`src/rtl/countdown8_pkg.sv`:
```
// Shared definitions for the countdown8 loadable down-counter/timer.
//   CD_WIDTH   : default counter/load width in bits
//   cd_state_e : FSM state encoding (also visible on the debug state port)
package countdown8_pkg;

  localparam int unsigned CD_WIDTH = 8;

  typedef enum logic [1:0] {
    ST_IDLE = 2'd0,
    ST_RUN  = 2'd1,
    ST_HOLD = 2'd2,
    ST_DONE = 2'd3
  } cd_state_e;

endpackage

```
`src/rtl/countdown8_dp.sv`:
```
// Datapath for countdown8: count register, reload register, WIDTH+1 bit
// decrementer and the registered borrow pulse. All sequencing decisions come
// from the FSM in countdown8 through the enable inputs.
// Ports:
//   clk_i, rst_i     clock, asynchronous active-high reset
//   load_en_i        capture load_val_i into count and reload registers
//   load_val_i       value to capture
//   dec_en_i         decrement (or underflow-handle) the count this cycle
//   reload_en_i      copy reload register into the count (restart from DONE)
//   auto_reload_i    on underflow: 1 reload the count, 0 hold it at zero
//   out_o            current count
//   borrow_o         one-cycle underflow pulse
//   zero_o           count is zero (combinational, for the FSM)
//   reload_zero_o    reload register is zero (combinational, for the FSM)
module countdown8_dp
  import countdown8_pkg::*;
#(
  parameter int unsigned WIDTH = CD_WIDTH
) (
  input  logic             clk_i,
  input  logic             rst_i,
  input  logic             load_en_i,
  input  logic [WIDTH-1:0] load_val_i,
  input  logic             dec_en_i,
  input  logic             reload_en_i,
  input  logic             auto_reload_i,
  output logic [WIDTH-1:0] out_o,
  output logic             borrow_o,
  output logic             zero_o,
  output logic             reload_zero_o
);

  logic [WIDTH-1:0] out_q, out_d;
  logic [WIDTH-1:0] reload_q, reload_d;
  logic             borrow_q, borrow_d;
  logic [WIDTH:0]   diff;

  // Extra top bit catches the underflow instead of letting the count wrap.
  assign diff = {1'b0, out_q} - {{WIDTH{1'b0}}, 1'b1};

  always_comb begin
    out_d    = out_q;
    reload_d = reload_q;
    borrow_d = 1'b0;
    if (load_en_i) begin
      out_d    = load_val_i;
      reload_d = load_val_i;
    end else if (reload_en_i) begin
      out_d = reload_q;
    end else if (dec_en_i) begin
      if (diff[WIDTH]) begin
        borrow_d = 1'b1;
        out_d    = auto_reload_i ? reload_q : '0;
      end else begin
        out_d = diff[WIDTH-1:0];
      end
    end
  end

  always_ff @(posedge clk_i or posedge rst_i) begin
    if (rst_i) begin
      out_q    <= '0;
      reload_q <= '0;
      borrow_q <= 1'b0;
    end else begin
      out_q    <= out_d;
      reload_q <= reload_d;
      borrow_q <= borrow_d;
    end
  end

  assign out_o         = out_q;
  assign borrow_o      = borrow_q;
  assign zero_o        = (out_q == '0);
  assign reload_zero_o = (reload_q == '0);

endmodule

```
`src/rtl/countdown8.sv`:
```
// Loadable down-counter/timer. Counts a loaded value down to zero, pulses
// borrow for one cycle on underflow, and either reloads (periodic tick) or
// stops in DONE. Per-cycle priority: reset > load > stop > start.
// Ports:
//   clk, reset          clock, asynchronous active-high reset
//   load, load_val      load strobe and value (count and reload registers)
//   start, stop         begin/resume and pause counting
//   auto_reload         sampled on the underflow cycle only
//   out                 current count
//   borrow              one-cycle underflow pulse
//   done                level: non-reload countdown finished
//   busy                level: state is RUN or HOLD
//   dbg_state_o         current FSM state (cd_state_e encoding)
// Handshake: none; all inputs are level-sampled on every rising clk edge and
// every effect is visible on the registered outputs after that edge.
module countdown8
  import countdown8_pkg::*;
#(
  parameter int unsigned WIDTH = CD_WIDTH
) (
  input  logic             clk,
  input  logic             reset,
  input  logic             load,
  input  logic [WIDTH-1:0] load_val,
  input  logic             start,
  input  logic             stop,
  input  logic             auto_reload,
  output logic [WIDTH-1:0] out,
  output logic             borrow,
  output logic             done,
  output logic             busy,
  output logic [1:0]       dbg_state_o
);

  cd_state_e state_q;
  logic      done_q;
  logic      busy_q;
  logic      dec_en;
  logic      reload_en;
  logic      zero;
  logic      reload_zero;

  // Decrement only while running and not overridden by load or stop.
  assign dec_en    = !load && !stop && (state_q == ST_RUN);
  // Restart from DONE copies the reload value (zero if reload is zero).
  assign reload_en = !load && !stop && start && (state_q == ST_DONE);

  countdown8_dp #(.WIDTH(WIDTH)) u_dp (
    .clk_i         (clk),
    .rst_i         (reset),
    .load_en_i     (load),
    .load_val_i    (load_val),
    .dec_en_i      (dec_en),
    .reload_en_i   (reload_en),
    .auto_reload_i (auto_reload),
    .out_o         (out),
    .borrow_o      (borrow),
    .zero_o        (zero),
    .reload_zero_o (reload_zero)
  );

  always_ff @(posedge clk or posedge reset) begin
    if (reset) begin
      state_q <= ST_IDLE;
      done_q  <= 1'b0;
      busy_q  <= 1'b0;
    end else if (load) begin
      state_q <= ST_IDLE;
      done_q  <= 1'b0;
      busy_q  <= 1'b0;
    end else if (stop) begin
      // Stop only has an effect while running; busy stays high in HOLD.
      if (state_q == ST_RUN) begin
        state_q <= ST_HOLD;
      end
    end else begin
      case (state_q)
        ST_IDLE: begin
          if (start) begin
            if (zero) begin
              state_q <= ST_DONE;
              done_q  <= 1'b1;
            end else begin
              state_q <= ST_RUN;
              busy_q  <= 1'b1;
            end
          end
        end
        ST_RUN: begin
          // Underflow without auto-reload ends the countdown.
          if (zero && !auto_reload) begin
            state_q <= ST_DONE;
            done_q  <= 1'b1;
            busy_q  <= 1'b0;
          end
        end
        ST_HOLD: begin
          if (start) begin
            state_q <= ST_RUN;
          end
        end
        ST_DONE: begin
          if (start && !reload_zero) begin
            state_q <= ST_RUN;
            done_q  <= 1'b0;
            busy_q  <= 1'b1;
          end
        end
        default: begin
          state_q <= ST_IDLE;
          done_q  <= 1'b0;
          busy_q  <= 1'b0;
        end
      endcase
    end
  end

  assign done        = done_q;
  assign busy        = busy_q;
  assign dbg_state_o = state_q;

endmodule

```
`config.mk`:
```
export PLATFORM = sky130hd
export DESIGN_NAME = countdown8
export DESIGN_NICKNAME = d
export VERILOG_FILES = /design/src/rtl/countdown8_pkg.sv /design/src/rtl/countdown8_dp.sv /design/src/rtl/countdown8.sv
export SDC_FILE = /design/constraint.sdc
export NUM_CORES = 1
export LEC_CHECK = 0
export CAP_MARGIN = 20
export CORE_MARGIN = 1.5
export CORE_UTILIZATION = 47
export CTS_BUF_LIST = sky130_fd_sc_hd__clkbuf_2 sky130_fd_sc_hd__clkbuf_4 sky130_fd_sc_hd__clkbuf_8
export CTS_CLUSTER_DIAMETER = 80
export DETAILED_ROUTE_END_ITERATION = 10
export DONT_BUFFER_PORTS = 1
export PLACE_DENSITY = 0.65
export SETUP_SLACK_MARGIN = 0.2
export SLEW_MARGIN = 10
export SYNTH_ARGS = -nofsm -noshare
export SYNTH_HDL_FRONTEND = slang
export SYNTH_HIERARCHICAL = 1
export SYNTH_SLANG_ARGS = --single-unit
```
`constraint.sdc`:
```
create_clock -name clk -period 4 [get_ports clk]
set_input_delay 0.8 -clock clk [delete_from_list [all_inputs] [get_ports clk]]
set_output_delay 0.8 -clock clk [all_outputs]
set_load 0.01 [all_outputs]
```
==> out/qor_table.md <==
| Result | This run | Unit |
| --- | --- | --- |
| Setup repair after global routing missed its margin | no | - |
| Number of buffers created by CTS | 3 | - |
| IR Drop Worst-Case VDD | 251 | uV |
| Actual transition at the worst max-transition pin | 0.851 | ns |
| Fraction of registers with async set/reset | 100 | % |
| Pin count of the biggest net entering global routing | 30 | - |
| Worst relative slew slack | 42.8 | % |
| Clock slew at the register clock pins of the worst setup and hold paths | 0.11 | ns |
| Number of antenna violations at the first check in global routing | 0 | - |
| X dimension of the die | 56.0 | um |
| Num Clock Sinks | 21 | - |
| Series of cell instances along the critical path | inv_1 > ha_1 > nor4b_4 > and2_2 > or3b_4 > a31o_4 > a211oi_2 | - |
| Post-synthesis area per instance | 9.17 | um2 |
| Final HPWL DP | 2.13 | mm |
| Clock root buffer | sky130_fd_sc_hd__clkbuf_4 | - |
| Synth Net Count | 159 | - |
| Number of buffers and inverters on the critical path | 1 | - |
| Worst r2r path cells | 7 | - |
| Hold WC Path Type | in2async | - |
| Number of levels the H-tree was split into | 1 | - |
| Total number of yosys warnings | 6 | - |
| Path type of the worst setup path | reg2reg | - |
| Post-CTS Repair Setup Buffers | 0 | - |
| Overflow left after global routing | 0 | - |
| Largest delay share family, worst path | simple AND/OR/NAND/NOR gates | - |
| Final cycle utilization of the critical path | 60.3 | % |
| Final Slew Violations | 0 | - |
| Vias in the first global route | 1078 | - |
| Most used flip-flop cell after synthesis | sky130_fd_sc_hd__dfrtp_1 | - |
| Fraction of final layout cells sized beyond drive strength 1 | 12.0 | % |
| Nets@finish | 158 | - |
| Final instance area | 1330 | um2 |
| Outcome | finished clean | - |
| Overall via count from detail_route | 1123 | - |
| Die footprint | 3140 | um2 |
| Delay contributed by the slowest stage of the critical path | 0.48 | ns |
| Combined area of the multi-input logic cells | 692 | um2 |
| Total number of placement rows | 19 | - |
| Storage element area | 526 | um2 |
| Most common library cell in the layout ignoring fill and taps | sky130_fd_sc_hd__dfrtp_1 | - |
| Post-synthesis sequential area ratio | 39.8 | % |
| Diode insertion count for antenna repair | 0 | - |
| Final Power | 0.000460 | W |
| Most frequent cells in the layout | sky130_fd_sc_hd__dfrtp_1 (21), sky130_fd_sc_hd__nand2_1 (17), sky130_fd_sc_hd__inv_1 (12), sky130_fd_sc_hd__o21ai_0 (11), sky130_fd_sc_hd__nor2_1 (10) | - |
| Average vias per placed instance | 6.49 | - |
| Number of hold violations in the final report | 0 | - |
| Post-route clock skew | 0.00378 | ns |
| Placed standard-cell area | 1300 | um2 |
| Accumulated negative setup slack | 0 | ns |
| Length of the first detailed-routing pass in iterations | 4 | - |
| Critical path required time | 4.22 | ns |
| Logic depth of the worst setup path including buffers | 7 | - |
| Number of port buffers | 0 | - |
| Hold-fix buffers, CTS | 0 | - |
| Endpoint type of the worst setup path | flip-flop | - |
| Clock tree from TritonCTS | done | - |
| Total Wirelength | 2.88 | mm |
| Fillcell total | 273 | - |
| Total of endpoints with negative setup slack in the final report | 0 | - |
| Worst Path Max Fanout | 6 | - |
| DP Worst Slack | 1.44 | ns |
| PnR worst setup slack | 1.59 | ns |
| Post-detailed-route wirelength per cell | 16.6 | um |
| Height of the die | 56.0 | um |
| Synth Instances | 144 | - |
| Leakage Power | 0.559 | nW |
| Yosys cell types | 48 | - |
| CP startpoint kind | flip-flop | - |
| Shortest clock period the worst path allows after layout | 2.41 | ns |
| Number of placed I/O pins | 27 | - |
| Maximum frequency from static timing analysis | 415 | MHz |
| Critical-path cell with the highest stage delay | sky130_fd_sc_hd__dfrtp_1 | - |
| Antenna violation net count after detailed routing | 0 | - |
| DRC violation total after the first TritonRoute iteration | 47 | - |
| Total Routing Usage GR | 19.8 | % |
| Number of standard cells in the final layout excluding fillers | 173 | - |
| Arrival time at the worst endpoint | 2.63 | ns |
| Global placement routability congestion | 0.894 | - |
| Synthesis-to-layout area growth | 0.853 | % |
| Global-route wire length before repair | 4.93 | mm |
| Number of enable flip-flop cells after synthesis | 0 | - |
| Clock network latency to the later pin of the worst-skew pair | 0.30 | ns |
| PwrDens | 345 | nW/um2 |
| Max-capacitance violation count | 0 | - |
| Post-detailed-route DRC marker count | 0 | - |
| Post-synthesis sequential element count | 21 | - |
| Maximum buffer depth of the clock tree | 2 | - |
| Placeable core area | 2710 | um2 |
| Cell area after synthesis | 1320 | um2 |
| Count of placed standard cells including taps | 169 | - |
| Post-cts sizing count | 0 | - |
| Initial Util | 48.7 | % |
[state kept, by name, summed over array words and instances, names as in the netlist]
register,flops
dbg_state_o,2
busy,1
u_dp/out_o,8
u_dp/reload_q,8
done,1
u_dp/borrow_o,1
[report_power, final]
part / total [W] / internal, W / switching [W]
Combinational: 0.0000833 / 0.0000392 / 0.0000441
Sequential: 0.000270 / 0.000233 / 0.0000369
Clock: 0.000107 / 0.0000456 / 0.0000611
Total: 0.000460 / 0.000317 / 0.000142
[cells in the mapped netlist (3+ instances only)]
| library cell | count | area [um2] |
|---|---|---|
| sky130_fd_sc_hd__nor3_1 | 3 | 15.0 |
| sky130_fd_sc_hd__inv_1 | 12 | 45.0 |
| sky130_fd_sc_hd__o21ai_0 | 11 | 55.1 |
| sky130_fd_sc_hd__o22a_1 | 3 | 26.3 |
| sky130_fd_sc_hd__nor2_1 | 10 | 37.5 |
| sky130_fd_sc_hd__nand2_1 | 17 | 63.8 |
| sky130_fd_sc_hd__nand3_1 | 4 | 20.0 |
| sky130_fd_sc_hd__a21oi_1 | 6 | 30.0 |
| sky130_fd_sc_hd__a31oi_1 | 3 | 18.8 |
| sky130_fd_sc_hd__nand2b_1 | 4 | 25.0 |
| sky130_fd_sc_hd__o211ai_1 | 3 | 22.5 |
| sky130_fd_sc_hd__nand4_1 | 3 | 18.8 |
| sky130_fd_sc_hd__dfrtp_1 | 21 | 526 |
[area by class of cell]
type,instances,share of cell area (%)
multi-input cells,105,52.0
flip-flops and latches,21,39.5
clock buffers,4,2.26
well taps,31,2.91
inverters,12,3.38
[path summary, 6_finish.rpt]
| kind | start | end | slack [ns] |
|---|---|---|---|
| setup / recovery | u_dp/out_o[0]$_DFFE_PP0P_ | done$_DFFE_PP0P_ | 1.59 |
| hold / removal | reset | busy$_DFFE_PP0P_ | 0.27 |
| setup reg to reg | u_dp/out_o[0]$_DFFE_PP0P_ | done$_DFFE_PP0P_ | 1.59 |
| hold reg to reg | u_dp/reload_q[0]$_DFFE_PP0P_ | u_dp/reload_q[0]$_DFFE_PP0P_ | 0.51 |
| max in group asynchronous | reset | u_dp/reload_q[3]$_DFFE_PP0P_ | 3.11 |
| min in group clk | u_dp/reload_q[0]$_DFFE_PP0P_ | u_dp/reload_q[0]$_DFFE_PP0P_ | 0.51 |
[kinds of logic (layout without fill, tap and decap cells)]
kind of cell / Yosys count / after routing / synth area share [%]
and+or+nand+nor: 59 / 59 / 25.5
buffers and inverters: 18 / 16 / 7.77
muxes: 2 / 2 / 1.61
DFF: 21 / 21 / 39.8
adders and majority gates: 1 / 1 / 0.948
AOI/OAI and AO/OA: 43 / 43 / 24.4
[per-stage QoR]
stage	utilization [%]	hold slack, ns
6_report	49.1	0.267
5_1_grt	49.1	0.246
4_1_cts	49.1	0.258
2_1_floorplan	-	0.457
3_3_place_gp	48.0	0.486
3_5_place_dp	48.0	0.488
[per-layer routing]
metal	track usage [%]	vias up	share of wire [%]
li1	-	530	-
met1	26.3	553	46
met2	31.9	38	48
met3	3.26	2	5.4
met4	8.16	0	0.59
met5	0	-	0
Note: power is estimated with default switching activity, not from simulation.
